`config.mk`:
```
export PLATFORM = sky130hd
export DESIGN_NAME = keypad_scanner
export DESIGN_NICKNAME = d
export VERILOG_FILES = /design/src/rtl/keypad_scanner.sv
export SDC_FILE = /design/constraint.sdc
export NUM_CORES = 1
export LEC_CHECK = 0
export CAP_MARGIN = 30
export CELL_PAD_IN_SITES_DETAIL_PLACEMENT = 1
export CELL_PAD_IN_SITES_GLOBAL_PLACEMENT = 2
export CORE_UTILIZATION = 37
export DETAILED_ROUTE_END_ITERATION = 8
export PLACE_DENSITY_LB_ADDON = 0.05
export SYNTH_ARGS = -nofsm -noshare
export SYNTH_HDL_FRONTEND = slang
export SYNTH_SLANG_ARGS = --single-unit
```
`constraint.sdc`:
```
create_clock -name clock -period 2.9 [get_ports clock]
set_input_delay 0.29 -clock clock [delete_from_list [all_inputs] [get_ports clock]]
set_output_delay 0.29 -clock clock [all_outputs]
set_load 0.02 [all_outputs]
```
`src/rtl/keypad_scanner.sv`:
```
// keypad_scanner: 4x3 matrix keypad scanner with debounce, key code and one-clock dav strobe (auto-repeat when KEYPAD_REPEAT_EN is defined)
module keypad_scanner #(
    parameter int SCAN_DIV       = 100000,
    parameter int DEBOUNCE_TICKS = 8,
    parameter int REPEAT_TICKS   = 250
) (
    input  logic       clock,
    input  logic       reset,
    input  logic [2:0] col,
    output logic [3:0] row,
    output logic [3:0] KeypadData,
    output logic       dav,
    output logic       key_held
);
    typedef enum logic [1:0] {SCAN, DEBOUNCE, PRESSED, RELEASE} state_t;
    localparam int PW = $clog2(SCAN_DIV);
    localparam int DW = $clog2(DEBOUNCE_TICKS + 1);
    localparam logic [PW-1:0] P_LAST = PW'(SCAN_DIV - 1);
    localparam logic [DW-1:0] D_LAST = DW'(DEBOUNCE_TICKS - 1);
    state_t state, state_n;
    logic [2:0] col_m, col_s, cand, pat;
    logic [PW-1:0] pcnt;
    logic [DW-1:0] dcnt;
    logic [1:0] ridx, cidx;
    logic [3:0] code;
    logic tick, one_low, idle, same, last, rpt_fire;
    assign tick    = pcnt == P_LAST;
    assign one_low = col_s == 3'b110 || col_s == 3'b101 || col_s == 3'b011;
    assign idle    = col_s == 3'b111;
    assign same    = col_s == cand;
    assign last    = dcnt == D_LAST;
    assign pat     = state == SCAN ? col_s : cand;
    assign cidx    = !pat[0] ? 2'd0 : !pat[1] ? 2'd1 : 2'd2;
    assign code    = ridx == 2'd3 ? (cidx == 2'd0 ? 4'hA : cidx == 2'd1 ? 4'h0 : 4'hB)
                                  : {2'b00, ridx} * 4'd3 + {2'b00, cidx} + 4'd1;
    // two-flop synchronizer for the asynchronous column inputs
    always_ff @(posedge clock or posedge reset)
        if (reset) {col_s, col_m} <= 6'b111111;
        else {col_s, col_m} <= {col_m, col};
    // free-running scan prescaler
    always_ff @(posedge clock or posedge reset)
        if (reset) pcnt <= '0;
        else pcnt <= tick ? '0 : pcnt + 1'b1;
    // state register
    always_ff @(posedge clock or posedge reset)
        if (reset) state <= SCAN;
        else state <= state_n;
    // next state: everything but PRESSED moves only on a scan tick
    always_comb begin
        state_n = state;
        case (state)
            SCAN:     if (tick && one_low) state_n = DEBOUNCE_TICKS == 1 ? PRESSED : DEBOUNCE;
            DEBOUNCE: if (tick) state_n = !same ? SCAN : last ? PRESSED : DEBOUNCE;
            PRESSED:  state_n = RELEASE;
            RELEASE:  if (tick && idle && last) state_n = SCAN;
        endcase
    end
    // row index, candidate column, debounce/release counter and key code register
    always_ff @(posedge clock or posedge reset)
        if (reset) begin
            ridx       <= '0;
            cand       <= 3'b111;
            dcnt       <= '0;
            KeypadData <= 4'h0;
        end else begin
            if (tick && state_n == SCAN) ridx <= ridx + 1'b1;
            if (state == SCAN && state_n != SCAN) cand <= col_s;
            if (state == SCAN) dcnt <= DW'(1);
            else if (state == PRESSED) dcnt <= '0;
            else if (tick && state == DEBOUNCE) dcnt <= dcnt + 1'b1;
            else if (tick && state == RELEASE) dcnt <= idle ? dcnt + 1'b1 : '0;
            if (state_n == PRESSED) KeypadData <= code;
        end
`ifdef KEYPAD_REPEAT_EN
    localparam int RW = $clog2(REPEAT_TICKS + 1);
    localparam logic [RW-1:0] R_LAST = RW'(REPEAT_TICKS - 1);
    logic [RW-1:0] rcnt;
    assign rpt_fire = state == RELEASE && tick && same && rcnt == R_LAST;
    // repeat counter advances on ticks while the original key stays pressed
    always_ff @(posedge clock or posedge reset)
        if (reset) rcnt <= '0;
        else if (state != RELEASE || (tick && idle) || rpt_fire) rcnt <= '0;
        else if (tick && same) rcnt <= rcnt + 1'b1;
`else
    assign rpt_fire = 1'b0;
`endif
    // outputs: one-cold row drive, strobe and held flag
    always_comb begin
        row      = ~(4'b0001 << ridx);
        key_held = state == PRESSED || state == RELEASE;
        dav      = state == PRESSED || rpt_fire;
    end
endmodule
```
## Word level (Yosys, flattened, before mapping)

Index checks and enable logic that the tools add are counted.

- Register bits after elaboration: 38
- Input bits: 5
- Output and inout bits: 10
- Word-level logic and storage cells: 62

- $add $sub $neg: 5
- $mul: 1
- Equality and inequality tests: 13
- Shifts and indexed selects: 1
- Mux-type cells: 18
- Bitwise gates (word level): 1
- Reduce and logical (&&, ||, !) cells: 15

Operator list:

| cell | number |
|---|---|
| 2-to-1 mux 4 bit | 8 |
| adder 17 x 1 -> 17 bit, second input constant | 1 |
| equality test 17 bit, second input constant | 1 |
| 2-to-1 mux 17 bit | 1 |
| 2-to-1 mux 2 bit | 8 |
| equality test 3 bit, second input constant | 3 |
| adder 4 x 1 -> 4 bit, second input constant | 2 |
| equality test 2 bit, second input constant | 4 |
| case mux 2 bit (4 select lines) | 1 |
| logical AND 1 bit | 7 |
| logical NOT 2 bit | 3 |
| adder 4 x 2 -> 4 bit | 1 |
| equality test 2 x 1 -> 1 bit, second input constant | 2 |
| equality test 4 x 3 -> 1 bit, second input constant | 1 |
| multiplier 2 x 2 -> 4 bit, second input constant | 1 |
| inverter 4 bit | 1 |
| nonzero test 4 bit | 1 |
| << shifter 1 x 2 -> 4 bit, first input constant | 1 |
| equality test 3 x 2 -> 1 bit, second input constant | 1 |
| equality test 3 bit | 1 |
| logical OR 1 bit | 3 |
| adder 2 x 1 -> 2 bit, second input constant | 1 |
| nonzero test 2 bit | 1 |

## Depth between registers and ports, before layout

Gate-level depths: netlist of run 1.

- Depth after elaboration: 8
- Mapped depth: 11
- Gate-level depth less buffers: 10

## Worst setup path before layout of run 1

No wires, ideal clock.

- Path kind: flip-flop to flip-flop
- Start point: reg pcnt[6]
- End point: reg ridx[1]
- Setup time: 125 ps
- Arrival time: 2450 ps
- Data required time: 2775 ps
- Slack: 325 ps
- Cell stages (with the launch flop): 6
- Buffers on the path: 1
- Period minus slack after synthesis: 2575 ps
- Cell sequence: dfrtp_1 -> or4b_1 -> or4_1 -> clkbuf_2 -> or4_4 -> mux2_4

- Word-level cells in the longest chain between the ends: 7
- Elaborated cells between the ends (all ways): 10
- Those cells by class: eq/ne: 1; mux: 4; reduce/logical: 5

RTL lines:

| element | line | source |
|---|---|---|
| start, declared | 22 | `logic [PW-1:0] pcnt;` |
| start signal, assigned | 43 | `else pcnt <= tick ? '0 : pcnt + 1'b1;` |
| equality test 17 bit (*) | 27 | `assign tick = pcnt == P_LAST;` |
| logical AND 1 bit (2 in a row) | 55 | `RELEASE: if (tick && idle && last) state_n = SCAN;` |
| 2-to-1 mux 2 bit | 55 |  |
| case mux 2 bit (4 select lines) | 51 | `case (state)` |
| logical NOT 2 bit | 66 | `if (tick && state_n == SCAN) ridx <= ridx + 1'b1;` |
| logical AND 1 bit (*) | 66 |  |
| end signal, assigned | 66 |  |
| end, declared | 24 | `logic [1:0] ridx, cidx;` |

Mark *: on every way between the ends. The rest lies on a longest branch, timed or not.
A chain may end at the register's enable or synchronous reset.

## Worst setup path in the final report of run 1

- Start point: reg state[0]
- End point: reg KeypadData[3]

- Word-level cells in the longest chain between the ends: 8
- Elaborated cells between the ends (all ways): 19
- Those cells by class: add/sub: 2; eq/ne: 5; mux: 10; reduce/logical: 2

RTL lines:

| element | line | source |
|---|---|---|
| start, declared | 20 | `state_t state, state_n;` |
| start signal, assigned | 47 | `else state <= state_n;` |
| branches (longest 8 deep; another with adder 4 x 2 -> 4 bit) | - |  |
| end signal, assigned | 72 | `if (state_n == PRESSED) KeypadData <= code;` |
| end, declared | 11 | `output logic [3:0] KeypadData,` |

Several ways; the timed one is not identified.

==> results of run 1 <==
==> how the worst max path moves through the flow <==
stage          startpoint            end  slack (ns)  depth (start not counted)
3_5_place_dp     state[0]  KeypadData[3]        0.23                          9
3_3_place_gp     state[0]  KeypadData[3]        0.32                          9
4_1_cts          state[0]  KeypadData[3]        0.22                          9
2_1_floorplan     pcnt[6]        ridx[1]        0.33                          5
6_report         state[0]  KeypadData[3]        0.25                          9
5_1_grt          state[0]  KeypadData[3]        0.05                          9
==> metal layers <==
metal	global-route usage (%)	vias to the layer above
li1	-	732
met1	22.3	749
met2	28.3	18
met3	3.73	4
met4	5.19	0
met5	0	-
==> report_power, final <==
group / internal [mW] / switching, mW / total [mW]
registers: 0.537 / 0.00372 / 0.541
logic: 0.0164 / 0.0267 / 0.0431
clock network: 0.367 / 0.191 / 0.558
total: 0.921 / 0.222 / 1.14
==> metrics by stage <==
step	cell area (um^2)	util [%]	std cells	hold slack (ns)	setup slack, ns
3_3_place_gp	2280	44.0	286	0.347	0.325
3_5_place_dp	2280	44.0	286	0.349	0.228
5_1_grt	2420	46.8	294	0.367	0.0494
6_report	2420	46.8	294	0.356	0.253
2_1_floorplan	2020	-	203	0.294	0.325
4_1_cts	2420	46.8	294	0.359	0.220
==> cell type report <==
cell class | instances | area [um^2] | area share, %
clock inverter | 2 | 60.1 | 2.48
clock buffer | 6 | 82.6 | 3.41
sequential | 38 | 962 | 39.7
tap | 70 | 87.6 | 3.62
timing repair buffer | 21 | 193 | 7.96
multi-input combinational | 143 | 983 | 40.6
inverter | 14 | 52.6 | 2.17
==> registers in the layout, indices dropped and copies added, names as in the netlist <==
name        cells
col_s           3
ridx            2
col_m           3
state           2
pcnt           17
dcnt            4
KeypadData      4
cand            3
==> cell families after synthesis <==
| kind of cell | count (synthesis) |
|---|---|
| XOR/XNOR | 20 |
| flip-flops | 38 |
| buffers and inverters | 22 |
| AO/OA/AOI/OAI | 34 |
| AND/OR/NAND/NOR | 73 |
| adder cells (fa/ha/maj) | 11 |
| multiplexers | 5 |
==> synth_stat cells, types with 2 or more instances <==
cell       n
nand3b_1   3
xnor2_1   13
dfrtp_1   29
or4b_1     2
mux2_2     4
fa_1       2
o21ai_0    8
o31ai_1    3
a31oi_1    6
ha_1       9
nand3_1   11
dfstp_2    9
clkbuf_1   7
nand4_1    5
xor2_1     7
a21oi_1   11
nor2b_1    3
or2_2      2
nor4_1     2
nand2_1   12
nand4b_1   2
nor2_1    19
o21a_1     4
and3_1     6
inv_1     14
==> impl_metrics.ini, run 1 <==
[detailed_routing]
wl_met2_um = 2140
wl_met3_um = 111
dr.pass1.iters = 4
via_count = 1503
drt_iter0_drc = 43
drc = 0
wl_um = 4280
wl_per_cell_um = 14.6
ant_nets = 0
top_layer = met4
vias_per_cell = 5.11
met1_length_um = 1990

[critical_path]
path_cells = or2_2 > a31oi_1 > fa_1 > inv_1 > ha_1 > a21o_1 > a21oi_1 > o21ai_0 > mux2_2
critPathLaunchType = flop
cpLargestDelayFamily = adder cells
crit_path_end_kind = flop
crit_buf_inv = 1
max_stage_delay_ns = 0.46
rrSetupSlack_ns = 0.25
critPathKind = reg2reg
r2r_end = KeypadData[3]
path_max_fanout = 8
critical-path-slowest-cell = dfrtp_1
reg2reg_depth = 9
required_ns = 3.08
r2r_start = state[0]
arrival_ns = 2.83

[global_route]
track_usage_pct = 17.1
grt_overflow_total = 0
antenna_found_initial = 0
grt_max_degree = 39
grt_pass1_vias = 1627
grt_pass1_wl_um = 7770

[worst_hold_path]
hold_start = col_m[0]
hold_end = col_s[0]
hold_depth = 0
hp-class = reg2reg

[synth]
synth.distinct_cells = 35
synth_top_cell_area_share_pct = 35.9
synth-edff-count = 0
synthSimpleGateAreaFrac_pct = 19.2
synth_adder_area_share_pct = 7.54
ys_top_cells_by_area = dfrtp_1, dfstp_2, xnor2_1
ys.flop_type = dfrtp_1
yosysWarnings = 0
syn_area_per_cell_um2 = 9.97
synthCells = 203
syn_nets = 219
synth_top_family_by_area = simple AND/OR/NAND/NOR gates
ys_seq_elements = 38
synth_mux_area_share_pct = 2.97
yosysSeqAreaShare_pct = 47.6
synth_compound_area_share_pct = 9.89
synth_xor_area_share_pct = 8.66
yosysTopAreaCell = dfrtp_1
syn_area_um2 = 2020
async_flop_share_pct = 100

[power_and_ir_drop]
p_total_mw = 1.14
powerDensity_nw_per_um2 = 472
irDropWorstVdd_mv = 0.215
leakagePower_nw = 1.05

[sta]
period_minus_slack_ns = 2.65
rsz0062_at_grt = false
relSlewSlack_pct = 63.9
finalHoldViolCount = 0
slew_viol_final = 0
fmax_mhz = 378
finalClockSkew_ns = 0.00525
tightest_slew_ns = 0.537
final.setup.tns_ns = 0
setup_violations = 0
post-route-period-util_pct = 91.3

[place]
gp_congestion = 0.796
numPortBuffers = 14
dp.final_hpwl_um = 3240

[run_status]
status = completed

[layout]
fill_cells = 599
mostFrequentLayoutCell = dfrtp_1
final_cell_mix = dfrtp_1, nor2_1, inv_1, clkdlybuf4s50_1, xnor2_1
fin_nets = 239
area_delta_synth_final_pct = 19.7
antenna_cells = 0
layout-drive-gt1-share_pct = 14.7

[floorplan]
fp.dieW_um = 75.9
dieHeight_um = 75.9
start_util_pct = 39.1
rows = 26
design.core.area_um2 = 5170
ios = 15
design.die.area_um2 = 5770

[cts]
cts_max_path_buffers = 2
cts_sinks = 38
root_buffer = clkbuf_8
post-cts-setup-buffer-count = 0
cts_tree = built
postCtsHoldBufs = 0
cts_buffers = 5
cts_resized = 0
clkTransAtPathRegs_ns = 0.08
clkLatencyLatePin_ns = 0.29
htreeDepth = 2

[job]
maxCapViolations = 0
(Power assumes the default switching activity.)
==> run 2, diff against run 1 <==
CAP_MARGIN = not set   (was 30)
==> results of run 2 <==
No change in the layout: final DEF, timing and power equal those of run 1.
==> run 3, diff against run 2 <==
CORE_MARGIN = 2   (was not set)
==> run 3 against run 2 <==
Via count increased by 0.67%. Critical path type unchanged. Clock skew increased by 0.0015 ns. Largest power group is now sequential cells. Sequential share of layout area increased by 0.75 points. Core utilization decreased by 1.2 points. Die area increased by 5.3%. First-iteration DRC count increased by 7.0%. Combinational power increased by 3%. Fmax decreased by 1.2%. Worst hold slack got worse by 0.025 ns. Routed wire length increased by 3.6%. Final cell count unchanged.
==> impl_metrics.ini, run 3 (synthesis gave the netlist of run 1 again) <==
[run_status]
status = completed

[critical_path]
crit_buf_inv = 1
rrSetupSlack_ns = 0.22
critPathKind = reg2reg
path_cells = or2_2 > a31oi_2 > fa_1 > inv_1 > ha_1 > a21o_1 > a21oi_1 > o21ai_0 > mux2_2
required_ns = 3.07
cpLargestDelayFamily = adder cells
max_stage_delay_ns = 0.48
critical-path-slowest-cell = dfrtp_1
arrival_ns = 2.85
critPathLaunchType = flop
path_max_fanout = 11
crit_path_end_kind = flop

[global_route]
grt_util_met3_pct = 2.91
grt_pass1_wl_um = 7910
antenna_found_initial = 0
grt_max_degree = 23
top_usage_layer = met2
grt_pass1_vias = 1692
track_usage_pct = 16.5
met1_usage_pct = 20.5
grt_overflow_total = 0
grt_use_met2_pct = 29.2

[sta]
setup_violations = 0
period_minus_slack_ns = 2.68
fmax_mhz = 373
relSlewSlack_pct = 65.7
holdWs_ns = 0.331
finalHoldViolCount = 0
rsz0062_at_grt = false
post-route-period-util_pct = 92.4
slew_viol_final = 0
finalClockSkew_ns = 0.00675
tightest_slew_ns = 0.511
final.setup.tns_ns = 0
setup_ws_ns = 0.219

[place]
placed_area_um2 = 2280
numPortBuffers = 14
gp_congestion = 0.753
dp.cells = 286
dp.final_hpwl_um = 3380
dp_slack_ns = 0.165

[layout]
mostFrequentLayoutCell = dfrtp_1
fin_util_pct = 45.6
final_area_um2 = 2380
layout-drive-gt1-share_pct = 14.7
fill_cells = 591
area_delta_synth_final_pct = 17.4
fin_cells = 294
reg_top3 = pcnt: 17 flops, KeypadData: 4 flops, dcnt: 4 flops
final_cell_mix = dfrtp_1, nor2_1, inv_1, clkdlybuf4s50_1, xnor2_1
multiInputGateArea_um2 = 990
antenna_cells = 0
largest_register_ff_count = 17
regMostFlops = pcnt
seq_area_um2 = 962
fin_nets = 239

[cts]
post-cts-setup-buffer-count = 0
cts_max_path_buffers = 2
cts_sinks = 38
clkLatencyLatePin_ns = 0.28
clkTransAtPathRegs_ns = 0.08
cts_tree = built
htreeDepth = 2
root_buffer = clkbuf_8
cts_buffers = 5

[detailed_routing]
wl_per_cell_um = 15.1
drt_iter0_drc = 46
dr.pass1.iters = 4
via_count = 1513
wl_um = 4440
vias_per_cell = 5.15
drc = 0
ant_nets = 0

[power_and_ir_drop]
irDropWorstVdd_mv = 0.162
leakagePower_nw = 1.02
p_total_uw = 954
powerDensity_nw_per_um2 = 402

[floorplan]
start_util_pct = 38.9
design.core.area_um2 = 5200
dieHeight_um = 77.9
rows = 26
design.die.area_um2 = 6080
fp.dieW_um = 77.9
ios = 15

[job]
maxCapViolations = 0

[worst_hold_path]
hp-class = in2async
-- run 3: power breakdown --
group	leakage, nW	switching, mW	internal [mW]
sequential	0.480	0.00345	0.538
clock	0.0482	0.177	0.192
combinational	0.496	0.0271	0.0174
total	1.02	0.207	0.747
-- run 3: path summary, 6_finish.rpt --
path	start	endpoint	cells past startpoint
max in group asynchronous	reset	col_s[0]	4
worst max-delay path	state[1]	KeypadData[3]	9
worst max register to register	state[1]	KeypadData[3]	9
min in group clock	col_m[0]	col_s[0]	0
worst min register to register	col_m[0]	col_s[0]	0
worst min-delay path	reset	KeypadData[0]	2
-- run 3: timing repair --
item	CTS	global route
hold buffers	0	0
hold endpoints to repair	0	0
setup endpoints to repair	0	1
gates resized for setup	0	1
-- run 3: area by class of cell --
cell class              count  share of cell area, %
clock buffers               7                   3.63
clock inverters             1                  0.211
inverters                  14                   2.21
multi-input cells         143                   41.7
flip-flops and latches     38                   40.5
well taps                  70                   3.69
repair buffers             21                   8.11
-- run 3: metal layers --
metal,routed length (um),vias to the layer above
met4,29,0
met2,2330,13
met5,0,-
met3,88,4
li1,-,736
met1,1990,760
